### src/rtl/fold_frame_sequencer_pkg.sv
// -----------------------------------------------------------------------------
// fold_pkg
// Shared types and defaults for the fold_remover frame sequencer.
//   SAMPLE_W / N_SAMPLES : default sample width and frame length
//   sample_t / frame_t   : one signed sample, one full frame
//   seq_state_t          : sequencer FSM states
// -----------------------------------------------------------------------------
package fold_pkg;

  localparam int SAMPLE_W  = 16;
  localparam int N_SAMPLES = 19;

  typedef logic signed [SAMPLE_W-1:0] sample_t;
  typedef sample_t frame_t [N_SAMPLES];

  typedef enum logic [1:0] {
    FILL,
    FIRE,
    WAIT,
    DRAIN
  } seq_state_t;

endpackage

### src/rtl/fold_frame_sequencer_if.sv
// -----------------------------------------------------------------------------
// fold_frame_sequencer_if
// Sample-in / corrected-sample-out streaming signals of the sequencer.
//   s_data/s_valid/s_ready        : upstream sample handshake
//   m_data/m_valid/m_ready/m_last : downstream corrected-sample handshake
// Modports:
//   master : the sequencer (consumes s_*, produces m_*)
//   slave  : the surrounding environment (produces s_*, consumes m_*)
// -----------------------------------------------------------------------------
interface fold_frame_sequencer_if #(
  parameter int W = 16
);

  logic signed [W-1:0] s_data;
  logic                s_valid;
  logic                s_ready;
  logic signed [W-1:0] m_data;
  logic                m_valid;
  logic                m_ready;
  logic                m_last;

  modport master (
    input  s_data, s_valid, m_ready,
    output s_ready, m_data, m_valid, m_last
  );

  modport slave (
    output s_data, s_valid, m_ready,
    input  s_ready, m_data, m_valid, m_last
  );

endinterface

### src/rtl/fold_frame_sequencer.sv
// -----------------------------------------------------------------------------
// fold_frame_sequencer
// Gathers N_SAMPLES signed samples into a frame, drives it to a fold_remover,
// pulses fr_en, waits LATENCY cycles, captures fr_out and streams the
// corrected frame downstream.
//
// Ports:
//   clk, reset       : clock, async active-high reset (sync release)
//   flush            : synchronous abort of the current frame
//   bus (master)     : s_* sample input, m_* corrected output (+ m_last)
//   fr_en, fr_reset  : one-cycle start / reset pulses to fold_remover
//   fr_in, fr_out    : frame vector to / corrected vector from fold_remover
//   busy             : high in FIRE, WAIT and DRAIN
//   frame_count, stall_count : saturating statistics, present only when
//                      FOLD_SEQ_STATS_EN is defined
//
// state | meaning
// ------+-------------------------------------------------------------
// FILL  | accept samples into fr_in
// FIRE  | one-cycle fr_en pulse, load latency counter
// WAIT  | count down fold_remover latency, capture fr_out at zero
// DRAIN | stream captured frame downstream, m_last on final beat
// -----------------------------------------------------------------------------
module fold_frame_sequencer #(
  parameter int N_SAMPLES = fold_pkg::N_SAMPLES,
  parameter int SAMPLE_W  = fold_pkg::SAMPLE_W,
  parameter int LATENCY   = 2
) (
  input  logic                       clk,
  input  logic                       reset,
  input  logic                       flush,
  fold_frame_sequencer_if.master     bus,
  output logic                       fr_en,
  output logic                       fr_reset,
  output logic signed [SAMPLE_W-1:0] fr_in  [N_SAMPLES],
  input  logic signed [SAMPLE_W-1:0] fr_out [N_SAMPLES],
  output logic                       busy
`ifdef FOLD_SEQ_STATS_EN
  ,
  output logic [31:0]                frame_count,
  output logic [31:0]                stall_count
`endif
);

  import fold_pkg::*;

  localparam int IDX_W = $clog2(N_SAMPLES);
  localparam int LAT_W = $clog2(LATENCY + 1);
  localparam logic [IDX_W-1:0] IDX_LAST = IDX_W'(N_SAMPLES - 1);
  localparam logic [LAT_W-1:0] LAT_LOAD = LAT_W'(LATENCY - 1);

  if (LATENCY < 1) begin : g_latency_check
    $error("fold_frame_sequencer: LATENCY must be >= 1");
  end

  seq_state_t state, state_nx;

  logic [IDX_W-1:0]          in_idx;
  logic [IDX_W-1:0]          out_idx;
  logic [LAT_W-1:0]          lat_cnt;
  logic signed [SAMPLE_W-1:0] result [N_SAMPLES];

  logic                      s_ready_i;
  logic                      m_valid_i;
  logic                      m_last_i;
  logic signed [SAMPLE_W-1:0] m_data_i;
  logic                      s_hs;
  logic                      m_hs;

  always_ff @(posedge clk or posedge reset) begin
    if (reset) state <= FILL;
    else       state <= state_nx;
  end

  always_comb begin
    state_nx  = state;
    s_ready_i = 1'b0;
    fr_en     = 1'b0;
    busy      = 1'b0;
    m_valid_i = 1'b0;
    m_last_i  = 1'b0;
    m_data_i  = '0;
    case (state)
      FILL: begin
        // s_ready drops combinationally with reset so nothing is offered
        // as accepted while the block is held in reset.
        s_ready_i = !reset;
        if (bus.s_valid && in_idx == IDX_LAST) state_nx = FIRE;
      end
      FIRE: begin
        fr_en    = 1'b1;
        busy     = 1'b1;
        state_nx = WAIT;
      end
      WAIT: begin
        busy = 1'b1;
        if (lat_cnt == '0) state_nx = DRAIN;
      end
      DRAIN: begin
        busy      = 1'b1;
        m_valid_i = 1'b1;
        m_data_i  = result[out_idx];
        m_last_i  = (out_idx == IDX_LAST);
        if (bus.m_ready && m_last_i) state_nx = FILL;
      end
      default: state_nx = FILL;
    endcase
    if (flush) state_nx = FILL;
  end

  // A handshake coinciding with flush is discarded.
  assign s_hs = bus.s_valid && s_ready_i && !flush;
  assign m_hs = m_valid_i && bus.m_ready && !flush;

  assign bus.s_ready = s_ready_i;
  assign bus.m_valid = m_valid_i;
  assign bus.m_data  = m_data_i;
  assign bus.m_last  = m_last_i;

  always_ff @(posedge clk or posedge reset) begin
    if (reset) begin
      in_idx   <= '0;
      out_idx  <= '0;
      lat_cnt  <= '0;
      fr_reset <= 1'b0;
      fr_in    <= '{default: '0};
      result   <= '{default: '0};
    end else begin
      fr_reset <= flush;
      if (flush) begin
        in_idx  <= '0;
        out_idx <= '0;
      end else begin
        case (state)
          FILL: begin
            if (s_hs) begin
              fr_in[in_idx] <= bus.s_data;
              in_idx        <= (in_idx == IDX_LAST) ? '0 : in_idx + 1'b1;
            end
          end
          FIRE: lat_cnt <= LAT_LOAD;
          WAIT: begin
            if (lat_cnt == '0) begin
              result  <= fr_out;
              out_idx <= '0;
            end else begin
              lat_cnt <= lat_cnt - 1'b1;
            end
          end
          DRAIN: begin
            if (m_hs) out_idx <= (out_idx == IDX_LAST) ? '0 : out_idx + 1'b1;
          end
          default: ;
        endcase
      end
    end
  end

`ifdef FOLD_SEQ_STATS_EN
  // Statistics survive flush; only reset clears them.
  always_ff @(posedge clk or posedge reset) begin
    if (reset) begin
      frame_count <= '0;
      stall_count <= '0;
    end else begin
      if (m_hs && m_last_i && frame_count != '1) frame_count <= frame_count + 1'b1;
      if (bus.s_valid && !s_ready_i && stall_count != '1) stall_count <= stall_count + 1'b1;
    end
  end
`endif

endmodule

### src/flat_wrapper.sv
// flat-port wrapper written by rule: the top's interface ports become plain ports
module fold_frame_sequencer_flat import fold_pkg::*;
#(
  parameter int N_SAMPLES = fold_pkg::N_SAMPLES,
  parameter int SAMPLE_W  = fold_pkg::SAMPLE_W,
  parameter int LATENCY   = 2
)
  (clk, reset, flush, fr_en, fr_reset, fr_in, fr_out, busy, bus_s_data, bus_s_valid, bus_m_ready, bus_s_ready, bus_m_data, bus_m_valid, bus_m_last);
  fold_frame_sequencer_if #(.W((16))) bus_i ();
  input  logic clk;
  input  logic reset;
  input  logic flush;
  output logic fr_en;
  output logic fr_reset;
  output logic signed [SAMPLE_W-1:0] fr_in[N_SAMPLES];
  input  logic signed [SAMPLE_W-1:0] fr_out[N_SAMPLES];
  output logic busy;
  input wire logic [$bits(bus_i.s_data)-1:0] bus_s_data;
  input wire logic [$bits(bus_i.s_valid)-1:0] bus_s_valid;
  input wire logic [$bits(bus_i.m_ready)-1:0] bus_m_ready;
  output wire logic [$bits(bus_i.s_ready)-1:0] bus_s_ready;
  output wire logic [$bits(bus_i.m_data)-1:0] bus_m_data;
  output wire logic [$bits(bus_i.m_valid)-1:0] bus_m_valid;
  output wire logic [$bits(bus_i.m_last)-1:0] bus_m_last;
  assign bus_i.s_data = bus_s_data;
  assign bus_i.s_valid = bus_s_valid;
  assign bus_i.m_ready = bus_m_ready;
  assign bus_s_ready = bus_i.s_ready;
  assign bus_m_data = bus_i.m_data;
  assign bus_m_valid = bus_i.m_valid;
  assign bus_m_last = bus_i.m_last;
  fold_frame_sequencer #(.N_SAMPLES(N_SAMPLES), .SAMPLE_W(SAMPLE_W), .LATENCY(LATENCY)) u_core (.clk(clk), .reset(reset), .flush(flush), .bus(bus_i), .fr_en(fr_en), .fr_reset(fr_reset), .fr_in(fr_in), .fr_out(fr_out), .busy(busy));
endmodule
### config.mk
export PLATFORM = sky130hd
export DESIGN_NAME = fold_frame_sequencer_flat
export DESIGN_NICKNAME = d
export VERILOG_FILES = /design/src/rtl/fold_frame_sequencer_pkg.sv /design/src/rtl/fold_frame_sequencer_if.sv /design/src/rtl/fold_frame_sequencer.sv /design/src/flat_wrapper.sv
export SDC_FILE = /design/constraint.sdc
export NUM_CORES = 1
export LEC_CHECK = 0
export BUFFER_PORTS_ARGS = -buffer_cell sky130_fd_sc_hd__buf_2
export CAP_MARGIN = 10
export CELL_PAD_IN_SITES_DETAIL_PLACEMENT = 0
export CELL_PAD_IN_SITES_GLOBAL_PLACEMENT = 2
export CORE_MARGIN = 2
export CORE_UTILIZATION = 41
export CTS_BUF_LIST = sky130_fd_sc_hd__clkbuf_8
export DETAILED_ROUTE_END_ITERATION = 10
export PLACE_DENSITY_LB_ADDON = 0.1
export SKIP_CTS_REPAIR_TIMING = 1
export SLEW_MARGIN = 0
export SYNTH_ARGS = -nofsm -noshare
export SYNTH_HDL_FRONTEND = slang
export SYNTH_SLANG_ARGS = --single-unit
### constraint.sdc
create_clock -name clk -period 41.1 [get_ports clk]
set_input_delay 8.22 -clock clk [delete_from_list [all_inputs] [get_ports clk]]
set_output_delay 8.22 -clock clk [all_outputs]
set_load 0.05 [all_outputs]
# [Word-level counts from Yosys, hierarchy flattened]
# Cells that the tools add are included.
[totals] regBits=623 inputBits=325 out_inout_bits=326
[op_classes] add_sub_neg=3 n_lt_le_gt_ge=3 eq_ne=10 mux=28 bitwise_logic=3 n_reduce_logical=22
[ops] operator="$bwmux W304" n=1
[ops] operator="$bmux W16 S5" n=1
[ops] operator="$demux W16 S5" n=1
[ops] operator="$mux W16" n=4
[ops] operator="$mux W5" n=8
[ops] operator="$reduce_and A3 Y1" n=5
[ops] operator="$ge A6 B6 Y1 const B" n=2
[ops] operator="$ne A3 B2 Y1 const B" n=4
[ops] operator="$not A5 Y6" n=2
[ops] operator="$add A5 B1 Y5 const B" n=2
[ops] operator="$eq A5 B5 Y1 const B" n=2
[ops] operator="$mux W2" n=5
[ops] operator="$pmux W5 S2" n=1
[ops] operator="$pmux W2 S4" n=1
[ops] operator="$logic_and A1 B1 Y1" n=7
[ops] operator="$lt A6 B1 Y1 const B" n=1
[ops] operator="$reduce_bool A2 Y1" n=3
[ops] operator="$mux W1" n=5
[ops] operator="$eq A2 B2 Y1 const B" n=2
[ops] operator="$logic_not A2 Y1" n=2
[ops] operator="$pmux W2 S2" n=1
[ops] operator="$reduce_bool A3 Y1" n=1
[ops] operator="$reduce_or A3 Y1" n=1
[ops] operator="$eq A2 B1 Y1 const B" n=1
[ops] operator="5 further kinds" n=6

# [Depth between registers and ports, before layout]
[depth] word_depth=7 depth_mapped=8

# [Worst setup path before layout]
# No wires, ideal clock.
[synth_timing] path_type="input-to-output" start="in reset" end="out bus_s_ready" t_arrival_ns=8.874 required_ns=32.880 setup_slack_ns=24.006 path_stages=1 path_cell_list="nor2_1"
[synth_via] elab_chain_len=2
[synth_rtl] item="start: declaration" line_no="flat_wrapper.sv:11" text="input logic reset;"
[synth_rtl] item="$logic_not A1 Y1" line_no="fold_frame_sequencer.sv:87" text="s_ready_i = !reset;"
[synth_rtl] item="$mux W1" line_no="fold_frame_sequencer.sv:83" text="case (state)"
[synth_rtl] item="end: declaration" line_no="flat_wrapper.sv:21" text="output wire logic [$bits(bus_i.s_ready)-1:0] bus_s_ready;"
# No other way between the ends.

# [Final worst setup path]
# Ends and elaborated chain as after synthesis.

==> flow_summary.yaml <==
logic_synthesis:
  ys_ff_latch: 623
  synth_flop_cell: "dfrtp_1"
  synthArstFlopShare_pct: 100
  synth_commonest_cells: "623 x dfrtp_1, 576 x mux2_2, 59 x buf_2"
  synth_compound_area_share_pct: 2.03
  yosysMostFrequentCell: "dfrtp_1"
  synth.avg_cell_area_um2: 15.8
  synth_fa_ha_area_share_pct: 0.528
  synth_xor_area_share_pct: 0.0336
  synth_edf_count: 0
  ys_warn_count: 0
  yosysTopAreaCellShare_pct: 59.8
  syn_nets: 1990
  syn_area_um2: 26100
  yosysSeqAreaShare_pct: 59.8
  synth_area_leaders: "dfrtp_1 60%, mux2_2 25%, mux4_2 4.9%"
  synthMuxAreaShare_pct: 33.5
  synthSimpleGateAreaFrac_pct: 1.87
  yosys.area.top_type: "dfrtp_1"
  syn_inst: 1654
  synth_top_family_by_area: "multiplexers"
  ys_types: 50
critical_path:
  required_ns: 32.88
  end_kind: "primary output"
  endpoint: "bus_s_ready"
  r2r_slack_ns: 37.81
  worst_setup_path_start_kind: "primary input"
  cp_max_fo: 5
  cp.arrival_ns: 8.73
  reg2reg_from: "u_core.state[0]"
  crit_buf_inv: 2
  rr_endpoint: "u_core.result[162]"
  critical_path.max_stage_delay_ns: 0.27
  critical_path_depth: 3
  cp_slowest_cell: "buf_2"
  cp-startpoint: "reset"
  crit_type: "in2out"
  path_cells: "buf_2 -> nor2_1 -> buf_2"
  cpLargestDelayFamily: "buffers and inverters"
  crit_top_cell: "buf_2"
  ff2ff_path_depth: 6
layout:
  fin_util_pct: 51.3
  area_growth_pct: 23.7
  drive_gt1_share_pct: 61.7
  nNetsFinal: 2644
  fin_area_um2: 32300
hold_path:
  hp-class: "reg2reg"
route:
  wl_per_cell_um: 25.0
  firstDrtPassIters: 4
  postRouteAntennaNets: 0
  num_vias: 16800
  drt_wl_total_um: 81500
  vias_per_cell: 5.15
  drc: 0
  drt-initial-drc-count: 869
sta:
  maxSlewHeadroom_pct: 25.6
  setup_tns_ns: 0
  max_freq_mhz: 59.0
  finalSetupViolCount: 0
  holdWs_ns: 0.480
  skew_ns: 0.0305
  final.period_utilization_pct: 41.3
  rsz0062_at_grt: "no"
  final_hold_viol_count: 0
  worst_pin_slew_ns: 1.12
  report.final.slew_viol_count: 0
  fin_crit_ns: 16.95
flow_run:
  drv_cap: 0
clocking:
  clock_path_buffers: 3
  insertion_delay_ns: 0.72
  htree_num_levels: 3
  cts_tree: "built"
  cts.sink_count: 623
  root_buffer: "clkbuf_8"
  numCtsBuffers: 107
  path_clk_slew_ns: 0.06
grt:
  grt_pass1_wl_um: 119000
  grt_use_total_pct: 24.6
  gr-total-overflow: 0
  grt_max_degree: 186
  antenna_found_initial: 61
  grt_pass1_vias: 17700
floorplan:
  initial_core_util_pct: 41.4
  die_x_um: 256
  ios: 651
  dieArea_um2: 65700
  die_h_um: 256
  core_um2: 63000
  num_rows: 92
place:
  dp_hpwl_um: 58900
  io_buffers: 650
  place_area_um2: 30000
  gp_congestion: 0.794
pwr:
  p_comb_share_pct: 14.6
  ir_worst_vdd_v: 0.0000261
  netSwitchingFraction_pct: 28.5
  p_switching_uw: 419
  internal-power_mw: 1.05
  clkPwrFrac_pct: 38.4
  power_leakage_nw: 17.4
  power_density_nw_per_um2: 45.5
  p_seq_share_pct: 47.1
outcome:
  status: "completed"
[flip-flops by register name (all words and copies together), names as in the netlist]
name             cells
u_core.fr_in       304
u_core.fr_reset      1
u_core.in_idx        5
u_core.lat_cnt       2
u_core.out_idx       5
u_core.result      304
u_core.state         2
[metal layers]
| layer | up-vias | track usage (%) | routed length (um) |
|---|---|---|---|
| met3 | 199 | 9.99 | 7170 |
| met4 | 56 | 9.76 | 2910 |
| li1 | 7367 | - | - |
| met2 | 556 | 41.2 | 40100 |
| met1 | 8607 | 28.1 | 31000 |
| met5 | - | 0 | 324 |
[layout make-up]
class | count | area (um2)
fill | 5640 | 30700
sequential | 623 | 15600
multi-input combinational | 899 | 9920
timing repair buffer | 666 | 3400
clock buffer | 143 | 1970
tap | 846 | 1060
clock inverter | 47 | 219
antenna | 25 | 62.6
inverter | 11 | 48.8
[placed cells by master (no fill, tap or decap), types with 2 or more instances in the layout]
cell type | synthesis | layout
buf_2 | 59 | 650
dfrtp_1 | 623 | 620
mux2_2 | 576 | 576
clkbuf_8 | 0 | 143
mux4_2 | 57 | 57
mux2i_1 | 46 | 46
mux2_1 | 45 | 45
inv_1 | 10 | 39
nand2_1 | 27 | 27
diode_2 | 0 | 25
a22oi_1 | 20 | 20
o21ai_0 | 17 | 17
o2bb2ai_1 | 15 | 15
clkinv_2 | 0 | 14
buf_4 | 5 | 14
nor2_1 | 13 | 13
ha_1 | 11 | 11
and2_1 | 7 | 7
nand3_1 | 6 | 6
nand2b_1 | 6 | 6
a21oi_1 | 5 | 5
nand3b_1 | 4 | 4
nand2_2 | 4 | 4
o211ai_1 | 4 | 4
o31ai_1 | 4 | 4
nor3b_1 | 3 | 3
nor3_2 | 1 | 2
nor3_1 | 3 | 2
nor2b_1 | 3 | 2
inv_8 | 0 | 2
or4_1 | 2 | 2
a31oi_1 | 2 | 2
buf_12 | 0 | 2
dfrtp_4 | 0 | 2
[through the flow]
step | setup slack, ns | total power [mW] | std cells
finish | 24.15 | 1.47 | 3260
global route | 24.13 | 1.54 | 3251
CTS | 24.15 | 1.49 | 3235
detailed placement | 24.15 | 0.919 | 3045
global placement | 24.11 | 0.913 | 3045
floorplan | 15.43 | 0.845 | 1654
[cell families (layout without fill, tap and decap cells)]
group | after synthesis | count (layout)
buf+inv | 132 | 867
other cells | 0 | 25
compound gates | 75 | 75
simple gates | 88 | 88
mux | 724 | 724
xor+xnor | 1 | 1
flops | 623 | 623
fa+ha+maj | 11 | 11
[how the worst min path moves through the flow]
stage,startpoint,end,slack (ns),cells past startpoint
final,u_core.fr_in[127],u_core.fr_in[127],0.48,1
after global routing,u_core.fr_in[111],u_core.fr_in[111],0.50,1
after CTS,u_core.fr_in[127],u_core.fr_in[127],0.49,1
after detailed placement,u_core.fr_in[127],u_core.fr_in[127],0.48,1
after global placement,u_core.fr_in[65],u_core.fr_in[65],0.47,1
after floorplan,u_core.result[31],u_core.result[31],0.47,1
[power by group through the flow]
| stage | Combinational [mW] | Clock, mW | Sequential (mW) |
|---|---|---|---|
| 6_report | 0.214 | 0.564 | 0.691 |
| 5_1_grt | 0.227 | 0.612 | 0.697 |
| 4_1_cts | 0.218 | 0.581 | 0.691 |
| 3_5_place_dp | 0.217 | 0 | 0.702 |
| 3_3_place_gp | 0.214 | 0 | 0.700 |
| 2_1_floorplan | 0.0816 | 0 | 0.764 |
(Power assumes the default switching activity.)
